<file path="config.mk">
export PLATFORM = sky130hd
export DESIGN_NAME = dmem_arbiter
export DESIGN_NICKNAME = d
export VERILOG_FILES = /design/src/rtl/dmem_arb_pkg.sv /design/src/rtl/dmem_arbiter_lat_counter.sv /design/src/rtl/dmem_arbiter.sv
export SDC_FILE = /design/constraint.sdc
export NUM_CORES = 1
export LEC_CHECK = 0
export CAP_MARGIN = 20
export CORE_MARGIN = 2
export CORE_UTILIZATION = 60
export CTS_CLUSTER_DIAMETER = 100
export DETAILED_ROUTE_END_ITERATION = 16
export DONT_BUFFER_PORTS = 1
export PLACE_DENSITY = 0.8
export REMOVE_ABC_BUFFERS = 1
export SYNTH_ARGS = -nofsm -noshare
export SYNTH_HDL_FRONTEND = slang
export SYNTH_SLANG_ARGS = --single-unit
</file>
<file path="constraint.sdc">
create_clock -name clk -period 4.7 [get_ports clk]
set_clock_uncertainty 0.2 [all_clocks]
set_input_delay 0.47 -clock clk [delete_from_list [all_inputs] [get_ports clk]]
set_output_delay 0.47 -clock clk [all_outputs]
set_load 0.01 [all_outputs]
</file>
<file path="src/rtl/dmem_arb_pkg.sv">
// Shared types and constants for the data-memory arbiter.
// Covers the FSM state encoding, the requester IDs and the latency counter width.
package dmem_arb_pkg;

    typedef enum logic [1:0] {
        IDLE  = 2'd0,
        ISSUE = 2'd1,
        WAIT  = 2'd2,
        DONE  = 2'd3
    } arb_state_e;

    localparam logic PORT_CPU = 1'b0;
    localparam logic PORT_VID = 1'b1;

    // Wide enough for any legal memory latency (1..7).
    localparam int LAT_W = 3;

endpackage

</file>
<file path="src/rtl/dmem_arbiter_lat_counter.sv">
// Read-latency countdown: loads on issue, decrements while waiting, and flags
// both the final wait cycle and an exhausted count.
module lat_counter
    import dmem_arb_pkg::*;
#(
    parameter int W = LAT_W
) (
    input  logic         clk,
    input  logic         rst,
    input  logic         load,
    input  logic         dec,
    input  logic [W-1:0] load_val,
    output logic         zero,
    output logic         last
);

    logic [W-1:0] cnt;

    always_ff @(posedge clk) begin
        if (!rst) begin
            cnt <= '0;
        end else if (load) begin
            cnt <= load_val;
        end else if (dec && cnt != '0) begin
            cnt <= cnt - 1'b1;
        end
    end

    assign zero = (cnt == '0);
    assign last = (cnt == W'(1));

endmodule

</file>
<file path="src/rtl/dmem_arbiter.sv">
// Two-port data-memory arbiter: the CPU memory stage and the display fetcher share
// one memory, with a starvation limit that periodically hands the slot to video.
module dmem_arbiter
    import dmem_arb_pkg::*;
#(
    parameter int AW         = 32,
    parameter int DW         = 32,
    parameter int MEM_LAT    = 2,
    parameter int STARVE_MAX = 4
) (
    input  logic          clk,
    input  logic          rst,
    input  logic          cpu_req,
    input  logic          cpu_we,
    input  logic [AW-1:0] cpu_addr,
    input  logic [DW-1:0] cpu_wdata,
    output logic [DW-1:0] cpu_rdata,
    output logic          cpu_done,
    output logic          cpu_stall,
    input  logic          vid_req,
    input  logic [AW-1:0] vid_addr,
    output logic [DW-1:0] vid_rdata,
    output logic          vid_done,
    output logic          mem_en,
    output logic          mem_we,
    output logic [AW-1:0] mem_addr,
    output logic [DW-1:0] mem_wdata,
    input  logic [DW-1:0] mem_rdata
);

    localparam int              SW         = $clog2(STARVE_MAX + 1);
    localparam logic [SW-1:0]   STARVE_LIM = SW'(STARVE_MAX);
    localparam logic [LAT_W-1:0] LAT_LOAD  = LAT_W'(MEM_LAT);

    arb_state_e     state, state_n;
    logic           lat_port;
    logic           lat_we;
    logic [AW-1:0]  lat_addr;
    logic [DW-1:0]  lat_wdata;
    logic [SW-1:0]  starve_cnt;

    logic take, grant_vid, cnt_load, cnt_dec, capture;
    logic cnt_zero, cnt_last;

    lat_counter #(.W(LAT_W)) u_lat (
        .clk      (clk),
        .rst      (rst),
        .load     (cnt_load),
        .dec      (cnt_dec),
        .load_val (LAT_LOAD),
        .zero     (cnt_zero),
        .last     (cnt_last)
    );

    always_comb begin
        state_n   = state;
        take      = 1'b0;
        grant_vid = 1'b0;
        cnt_load  = 1'b0;
        cnt_dec   = 1'b0;
        capture   = 1'b0;
        case (state)
            IDLE: begin
                if (cpu_req || vid_req) begin
                    take      = 1'b1;
                    grant_vid = vid_req && (!cpu_req || starve_cnt == STARVE_LIM);
                    state_n   = ISSUE;
                end
            end
            ISSUE: begin
                if (lat_we) begin
                    state_n = DONE;
                end else begin
                    cnt_load = 1'b1;
                    state_n  = WAIT;
                end
            end
            // An exhausted count also leaves WAIT so a bad latency cannot hang the FSM.
            WAIT: begin
                cnt_dec = 1'b1;
                if (cnt_last || cnt_zero) begin
                    capture = 1'b1;
                    state_n = DONE;
                end
            end
            DONE:    state_n = IDLE;
            default: state_n = IDLE;
        endcase
    end

    always_ff @(posedge clk) begin
        if (!rst) begin
            state      <= IDLE;
            lat_port   <= PORT_CPU;
            lat_we     <= 1'b0;
            lat_addr   <= '0;
            lat_wdata  <= '0;
            starve_cnt <= '0;
            cpu_rdata  <= '0;
            vid_rdata  <= '0;
        end else begin
            state <= state_n;
            if (take) begin
                lat_port  <= grant_vid ? PORT_VID : PORT_CPU;
                lat_we    <= grant_vid ? 1'b0 : cpu_we;
                lat_addr  <= grant_vid ? vid_addr : cpu_addr;
                lat_wdata <= grant_vid ? '0 : cpu_wdata;
                if (grant_vid) begin
                    starve_cnt <= '0;
                end else if (vid_req && starve_cnt != STARVE_LIM) begin
                    starve_cnt <= starve_cnt + 1'b1;
                end
            end
            if (capture) begin
                if (lat_port == PORT_VID) begin
                    vid_rdata <= mem_rdata;
                end else begin
                    cpu_rdata <= mem_rdata;
                end
            end
        end
    end

    assign mem_en    = (state == ISSUE);
    assign mem_we    = mem_en && lat_we;
    assign mem_addr  = mem_en ? lat_addr : '0;
    assign mem_wdata = mem_en ? lat_wdata : '0;
    assign cpu_done  = (state == DONE) && (lat_port == PORT_CPU);
    assign vid_done  = (state == DONE) && (lat_port == PORT_VID);
    assign cpu_stall = cpu_req && !cpu_done;

endmodule

</file>
Yosys cells after proc, flatten, opt, wreduce, memory -nomap -nowiden
Cells that the tools add are included.
{"block": "classes", "add_sub_neg": 2, "n_mul": 0, "n_div": 0, "magnitude_cmp": 0, "n_eq_ne": 8, "shifts": 0, "muxes": 23, "n_bitwise": 2, "n_reduce_logical": 22}
{"operator": "$mux W32", "count": 4}
{"operator": "$mux W1", "count": 12}
{"operator": "$mux W2", "count": 4}
{"operator": "$pmux W2 S4", "count": 1}
{"operator": "$reduce_and A2 Y1", "count": 4}
{"operator": "$logic_and A1 B1 Y1", "count": 7}
{"operator": "$mux W3", "count": 2}
{"operator": "$eq A2 B2 Y1 const B", "count": 2}
{"operator": "$ne A2 B2 Y1 const B", "count": 2}
{"operator": "$reduce_bool A2 Y1", "count": 2}
{"operator": "$add A3 B1 Y3 const B", "count": 1}
{"operator": "$eq A3 B1 Y1 const B", "count": 1}
{"operator": "$eq A3 B3 Y1 const B", "count": 1}
{"operator": "$logic_not A3 Y1", "count": 1}
{"operator": "$logic_or A1 B1 Y1", "count": 3}
{"operator": "$ne A3 B3 Y1 const B", "count": 1}
{"operator": "$reduce_bool A3 Y1", "count": 1}
{"operator": "$sub A3 B1 Y3 const B", "count": 1}
{"operator": "$eq A2 B1 Y1 const B", "count": 1}
{"operator": "$logic_not A1 Y1", "count": 2}
{"operator": "$logic_not A2 Y1", "count": 1}
{"operator": "$not A1 Y1", "count": 2}
{"operator": "$reduce_or A2 Y1", "count": 1}
{"block": "word_totals", "ff_bits": 138, "latch_bits": 0, "ram_bits": 0, "rom_bits": 0, "in_bits": 133, "output_inout_bits": 133, "word_cells": 67, "mem_count": 0}

Depth between registers and ports, before layout
Gate-level depths: netlist (run 1).
{"block": "depth", "ltp_word": 7, "depth_mapped": 7, "ltp_nobuf": 5}

Cells and area by module
From an unflattened synthesis (run 1), not the netlist that was laid out.
{"block": "unflattened", "hier_cells": 693, "area_unflattened_um2": 5803.1}
{"mod": "dmem_arbiter", "instances": 1, "cells_per_inst": 667, "area_each_um2": 5579.1, "seq_area_each_um2": 2702.6}
{"mod": "lat_counter", "instances": 1, "cells_per_inst": 26, "area_each_um2": 224.0, "seq_area_each_um2": 60.1}

Worst setup path before layout (run 1)
OpenSTA, ideal clock, no wires.
{"block": "synth_path", "path_kind": "register -> output", "startpoint": "register state[1]", "endpoint": "output mem_addr[0]", "t_arrival_ns": 1.278, "t_required_ns": 4.030, "path_slack_ns": 2.752, "path_stages_with_launch": 6, "n_path_buf": 2, "cell_sequence": "dfxtp_1 inv_1 ha_1 clkbuf_1 clkbuf_1 and2_1"}
{"block": "synth_between", "elab_chain_cells": 2}
{"item": "from (decl)", "line_no": "dmem_arbiter.sv:35", "text": "arb_state_e state, state_n;"}
{"item": "from (signal assigned)", "line_no": "dmem_arbiter.sv:102", "text": "state <= state_n;"}
{"item": "$eq A2 B1 Y1", "line_no": "dmem_arbiter.sv:124", "text": "assign mem_en = (state == ISSUE);"}
{"item": "via mem_en", "line_no": "dmem_arbiter.sv:24", "text": "output logic mem_en,"}
{"item": "$mux W32", "line_no": "dmem_arbiter.sv:126", "text": "assign mem_addr = mem_en ? lat_addr : '0;"}
{"item": "to (decl)", "line_no": "dmem_arbiter.sv:26", "text": "output logic [AW-1:0] mem_addr,"}
The timed path passes the listed nets, and every way through them passes these cells.

Worst setup path after layout (run 1)
{"block": "layout_path", "startpoint": "register state[0]", "endpoint": "register lat_addr[31]"}
{"block": "layout_between", "elab_chain_cells": 3, "elab_cells_between_ends": 4, "classes_between": "mux: 3; reduce/logical: 1"}
{"item": "$logic_not A2 Y1 (*)", "line_no": "dmem_arbiter.sv:62", "text": "case (state)"}
{"item": "$mux W1", "line_no": "dmem_arbiter.sv:62"}
{"item": "$mux W32", "line_no": "dmem_arbiter.sv:106", "text": "lat_addr <= grant_vid ? vid_addr : cpu_addr;"}
{"item": "to (signal assigned)", "line_no": "dmem_arbiter.sv:106"}
{"item": "to (decl)", "line_no": "dmem_arbiter.sv:38", "text": "logic [AW-1:0] lat_addr;"}
Every way passes the cells marked *; elsewhere a longest branch is shown, timed or not.
A chain may end at the register's enable or synchronous reset.

==> metrics.md, run 1 <==
| Metric | Value |
|---|---|
| Vias | `5219` |
| Max-cap violations | `0` |
| Synth Area in Compound Gates | `15.61%` |
| Synth Area in Adders | `1.881%` |
| Rows | `36` |
| IO Count | `266` |
| Status | `completed` |
| # clock sinks | `138` |
| Slew Limit Fails | `0` |
| Post-Route WL | `17790 um` |
| Post-synth EDFFs | `0` |
| P&R area growth vs syn | `30.83%` |
| Final Hold Fails | `0` |
| Port bufs | `0` |
| Worst slew pin tran | `1.057 ns` |
| Nets@finish | `881` |
| Cell Area, Synth | `5987 um^2` |
| GRT Resource Usage Total | `32.41%` |
| Rel. slew slack | `29.53%` |
| Largest net degree at the start of global routing | `137` |
| Critical Path RT | `4.90 ns` |
| CTS buffer count | `17` |
| Hold path endpoint | `lat_addr[22]` |
| Crit path DAT | `3.55 ns` |
| Register area share after synthesis | `46.14%` |
| DRC viols | `0` |
| Hpwl dp | `9715 um` |
| Placed Cells | `725` |
| Root Buffer | `clkbuf_8` |
| RSZ-0062 raised after global routing | `false` |
| Core ar. | `9729 um^2` |
| Antenna-violating nets left | `0` |
| Post-Synth Simple-Gate Area | `19.98%` |
| Leakage | `3.201 nW` |
| R2r worst-path depth | `6` |
| Reg2Reg Setup Slack | `1.34 ns` |
| Synth Register Bits | `138` |
| Post-Place Cell Area | `5943 um^2` |
| Final setup vio count | `0` |
| Post-synthesis mux area share | `11.06%` |
| Cell variety after synth | `37` |
| Non-Filler Instances | `887` |
| First-pass GRT wire length | `28090 um` |
| Mean Syn Cell Area | `9.384 um^2` |
| Worst Path Max Fanout | `36` |
| Vias in the first global route | `5491` |
| Routability cong. | `0.8049` |
| Crit path launch type | `flip-flop` |
| DRT iter0 DRCs | `380` |
| Layout cell share with drive strength beyond 1 | `10.11%` |
| Via density | `5.884` |
| Async SR Flop Fraction | `0%` |
| Max VDD drop | `0.0003331 V` |
| Kind of critical path | `reg2reg` |
| PostCTS Resize Cnt | `0` |
| Post-Syn Instances | `638` |
| Xor-xnor portion of the synthesized cell area | `0.2926%` |
| Antenna violations before repair | `2` |
| Primary FF master, synth | `dfxtp_1` |
| Post-route cell area | `7833 um^2` |
| Total power | `4.016 mW` |
| Die area | `10790 um^2` |
| Final Cycle Share | `71.40%` |
| Hold WS | `0.03537 ns` |
| Initial Util | `61.54%` |
| Gr ovfl total | `0` |
| CTS max path bufs | `2` |
| Reg2reg start | `state[0]` |
| Worst-Skew Late Latency | `0.51 ns` |
| Peak Freq | `298.0 MHz` |
| DR pass1 iterations | `5` |
| WHS Path Cells | `2` |
| Crit path time final | `3.356 ns` |
| WL/cell | `20.06 um` |
| Ys Warns | `0` |
| CTS tree | `yes` |
| Reg clk slew, reported paths | `0.06 ns` |
| P per Cell Area | `512.7 nW/um^2` |
| H-tree depth | `4` |
| Largest family of logic cells by synthesized area | `simple AND/OR/NAND/NOR gates` |
| Sum Neg Setup Slack | `0 ns` |
| R2R Path End | `lat_addr[31]` |
| Chip width | `103.9 um` |
| Die height | `103.9 um` |
| Hold buffers post-CTS | `127` |
| Hold path start | `cpu_addr[22]` |
| Postcts setup bufs | `0` |
| Min-delay worst type | `in2reg` |
| CP endpoint kind | `flip-flop` |
layout by cell type, fill, tap and decap left out, types with 4 or more instances in the layout:
| cell | synthesis | routed |
|---|---|---|
| a22o_1 | 33 | 33 |
| nor3_1 | 32 | 32 |
| mux2i_1 | 65 | 65 |
| ha_1 | 9 | 9 |
| and2_1 | 66 | 66 |
| inv_1 | 9 | 9 |
| o21ai_0 | 34 | 34 |
| dlygate4sd3_1 | 0 | 126 |
| inv_6 | 0 | 4 |
| a211oi_2 | 29 | 29 |
| nor2_1 | 35 | 34 |
| dfxtp_1 | 138 | 138 |
| nand2_1 | 101 | 101 |
| clkbuf_16 | 0 | 16 |
| buf_4 | 3 | 5 |
| a211oi_1 | 4 | 4 |
critical path, cell delays in order, from the launching register on:
cell           delay [ns]
dfxtp_1              0.38
inv_1                0.09
ha_1                 0.30
nand2_2              0.55
or2_2                0.90
a211oi_1             0.19
dlygate4sd3_1        0.61
layout make-up:
type | instances | area [um^2]
Antenna cell | 2 | 5.005
Tap cell | 133 | 166.4
Fill cell | 566 | 1897
Multi-Input combinational cell | 440 | 2943
Inverter | 9 | 33.78
Timing Repair Buffer | 133 | 1341
Clock inverter | 14 | 162.7
Sequential cell | 138 | 2763
Clock buffer | 18 | 417.9
registers in the layout, indices dropped and copies added, names as in the netlist:
name	flops
u_lat.cnt	3
vid_rdata	32
lat_we	1
lat_addr	32
starve_cnt	3
lat_wdata	32
state	2
lat_port	1
cpu_rdata	32
synthesized netlist by cell type, types with 4 or more instances:
cell,count,share of area [%]
a211oi_1,4,0.50
mux2i_1,65,11
nor2_1,35,2.2
a22o_1,33,4.8
clkbuf_1,31,1.9
ha_1,9,1.9
nand2_1,101,6.3
o21ai_0,34,2.8
dfxtp_1,138,46
buf_2,10,0.84
inv_1,9,0.56
and2_1,66,6.9
nor3_1,32,2.7
a211oi_2,29,6.1
buf_6,7,1.3
per-stage QoR:
step                      setup WS [ns]  utilization [%]
after global routing              1.159            80.50
after floorplan                   1.606                -
after CTS                         1.379            80.30
final                             1.344            80.50
after global placement            1.967            61.09
after detailed placement          1.877            61.09
layer usage:
layer  share of wire [%]  vias to the layer above  GRT usage (%)
li1                    -                     2389              -
met1                  37                     2526          34.61
met2                  52                      260          57.61
met3                 8.3                       44          11.34
met4                 3.0                        0          14.38
met5                   0                        -              0
worst max-delay path by stage:
stage / from / to / slack (ns) / cells past startpoint
6_report: state[0] / lat_addr[31] / 1.34 / 6
5_1_grt: state[0] / lat_addr[23] / 1.16 / 6
4_1_cts: state[0] / lat_addr[0] / 1.38 / 6
3_5_place_dp: state[1] / lat_wdata[1] / 1.88 / 5
3_3_place_gp: state[0] / lat_wdata[16] / 1.97 / 5
2_1_floorplan: state[0] / cpu_rdata[0] / 1.61 / 5
where the power goes:
group	internal [mW]	leakage (nW)	switching [mW]	total [mW]
registers	1.38	1.13	0.158	1.54
clock network	0.770	0.277	0.556	1.33
logic	0.484	1.80	0.667	1.15
cell families after synthesis:
| group | Yosys count |
|---|---|
| buf+inv | 60 |
| flops | 138 |
| fa+ha+maj | 9 |
| mux | 66 |
| compound gates | 112 |
| simple gates | 251 |
| xor+xnor | 2 |
Note: power is estimated with default switching activity, not from simulation.
==> run 2: changes to the inputs <==
--- a/config.mk
+++ b/config.mk
@@ -7,11 +7,11 @@
 export LEC_CHECK = 0
 export CAP_MARGIN = 20
 export CORE_MARGIN = 2
-export CORE_UTILIZATION = 60
+export CORE_UTILIZATION = 57
 export CTS_CLUSTER_DIAMETER = 100
 export DETAILED_ROUTE_END_ITERATION = 16
 export DONT_BUFFER_PORTS = 1
-export PLACE_DENSITY = 0.8
+export PLACE_DENSITY = 0.79
 export REMOVE_ABC_BUFFERS = 1
 export SYNTH_ARGS = -nofsm -noshare
 export SYNTH_HDL_FRONTEND = slang
==> constraint.sdc (replaced) <==
create_clock -name clk -period 2.87 [get_ports clk]
set_clock_uncertainty 0.2 [all_clocks]
set_input_delay 0.287 -clock clk [delete_from_list [all_inputs] [get_ports clk]]
set_output_delay 0.287 -clock clk [all_outputs]
set_load 0.01 [all_outputs]
==> metrics.md, run 2 (synthesis gave the netlist of run 1 again) <==
| Metric | Value |
|---|---|
| Initial Util | `58.25% (-3.3 points)` |
| Final Hold Fails | `0 (unchanged)` |
| Rows | `37 (+2.8%)` |
| Peak Freq | `371.8 MHz (+25%)` |
| Die height | `106.5 um (+2.5%)` |
| Min-delay worst type | `in2reg` |
| First-pass GRT wire length | `26870 um (-4.3%)` |
| FILL cells | `625 (+10%)` |
| Hpwl dp | `9687 um (-0.30%)` |
| Worst slack at placement | `0.6493 ns (-1.227 ns)` |
| Worst-Skew Late Latency | `0.50 ns (about the same)` |
| Vias | `5236 (+0.33%)` |
| Routability cong. | `0.7403 (-8.0%)` |
| Final Cycle Share | `93.72% (+22 points)` |
| Via density | `5.831 (-0.90%)` |
| R2r worst-path depth | `7 (+1)` |
| CTS max path bufs | `2 (unchanged)` |
| DRT iter0 DRCs | `455 (+20%)` |
| Post-Place Cell Area | `5979 um^2 (+0.61%)` |
| Worst slew pin tran | `0.6603 ns (-0.3967 ns)` |
| GRT Resource Usage Total | `30.05% (-2.4 points)` |
| Max VDD drop | `0.0005408 V (+62%)` |
| Worst Path Max Fanout | `32 (-11%)` |
| Port bufs | `0 (unchanged)` |
| Rel. slew slack | `55.82% (+26 points)` |
| Largest net degree at the start of global routing | `137 (unchanged)` |
| RSZ-0062 raised after global routing | `false` |
| Post-route cell area | `7988 um^2 (+2.0%)` |
| Max-cap violations | `0 (unchanged)` |
| # clock sinks | `138 (unchanged)` |
| Critical Path RT | `3.11 ns (-1.79 ns)` |
| Reg clk slew, reported paths | `0.06 ns (about the same)` |
| WL/cell | `19.93 um (-0.63%)` |
| Gr ovfl total | `0 (unchanged)` |
| Die area | `11340 um^2 (+5.1%)` |
| Core ar. | `10280 um^2 (+5.6%)` |
| Nets@finish | `892 (+1.2%)` |
| Commonest cells after routing, fill and taps aside | `dfxtp_1, dlygate4sd3_1, nand2_1` |
| Vias in the first global route | `5333 (-2.9%)` |
| Antenna-violating nets left | `0 (unchanged)` |
| Antenna violations before repair | `1 (-1)` |
| Commonest non-fill, non-tap cell in the layout | `dfxtp_1` |
| Final worst setup slack | `0.1803 ns (-1.164 ns)` |
| CP endpoint kind | `flip-flop` |
| Final setup vio count | `0 (unchanged)` |
| Leakage | `3.288 nW (+2.7%)` |
| Kind of critical path | `reg2reg` |
| Hold WS | `0.04226 ns (+0.006891 ns)` |
| Crit path DAT | `2.93 ns (-0.62 ns)` |
| DR pass1 iterations | `6 (+1)` |
| CTS buffer count | `17 (unchanged)` |
| WHS Path Cells | `3 (+1)` |
| Postcts setup bufs | `0 (unchanged)` |
| P&R area growth vs syn | `33.42%` |
| P per Cell Area | `853.8 nW/um^2 (+67%)` |
| DRC viols | `0 (unchanged)` |
| Crit path launch type | `flip-flop` |
| Layout cell share with drive strength beyond 1 | `10.25% (+0.14 points)` |
| Chip width | `106.5 um (+2.5%)` |
| Slew Limit Fails | `0 (unchanged)` |
| Post-Route WL | `17900 um (+0.60%)` |
| Crit path time final | `2.690 ns (-0.6660 ns)` |
| IO Count | `266 (unchanged)` |
| CTS tree | `yes` |
| H-tree depth | `4 (unchanged)` |
| Status | `completed` |
| Root Buffer | `clkbuf_8` |
[run 2: worst paths after layout]
| path | start | end | slack [ns] |
|---|---|---|---|
| worst max-delay path | state[0] | lat_addr[1] | 0.18 |
| worst min-delay path | rst | cpu_rdata[1] | 0.04 |
| worst min register to register | lat_wdata[19] | lat_wdata[19] | 0.27 |
| worst max register to register | state[0] | lat_addr[1] | 0.18 |
[run 2: area by class of cell]
class | count | area [um^2] | area share [%]
repair buffers | 144 | 1436 | 17.98
well taps | 136 | 170.2 | 2.130
flip-flops and latches | 138 | 2763 | 34.59
diodes | 1 | 2.502 | 0.03133
clock buffers | 19 | 431.7 | 5.404
inverters | 9 | 33.78 | 0.4229
multi-input cells | 440 | 2955 | 37.00
clock inverters | 11 | 195.2 | 2.444
[run 2: power breakdown]
part | internal [mW] | total [mW] | switching [mW]
logic | 0.854 | 1.98 | 1.13
registers | 2.26 | 2.51 | 0.251
clock network | 1.52 | 2.33 | 0.808
[run 2: what timing repair did]
| action | in CTS | in global routing |
|---|---|---|
| endpoints found under the setup margin | 0 | 12 |
| hold endpoints to repair | 138 | 1 |
| resized for setup | 0 | 2 |
| hold buffers | 133 | 2 |
[run 2: critical path, stage by stage (launching register included)]
cell,delay [ns]
dfxtp_1,0.34
inv_1,0.11
ha_1,0.36
o21a_1,0.22
buf_4,0.32
o21ai_0,0.15
a211oi_1,0.32
dlygate4sd3_1,0.60
[run 2: per-stage QoR]
step | power (mW) | TNS, ns | util [%] | std cells
5_1_grt | 7.110 | 0 | 77.72 | 898
4_1_cts | 6.735 | 0 | 77.40 | 895
3_5_place_dp | 4.056 | 0 | 58.18 | 732
2_1_floorplan | 3.642 | -9.394 | - | 587
3_3_place_gp | 3.971 | 0 | 58.18 | 732
6_report | 6.820 | 0 | 77.72 | 898
[run 2: metal layers]
metal	part of all wire, %	wire length [um]	GRT usage [%]
met1	37	6556	31.37
met2	51	9056	53.71
met3	9.4	1677	11.10
met4	3.4	609	13.45
met5	0	0	0
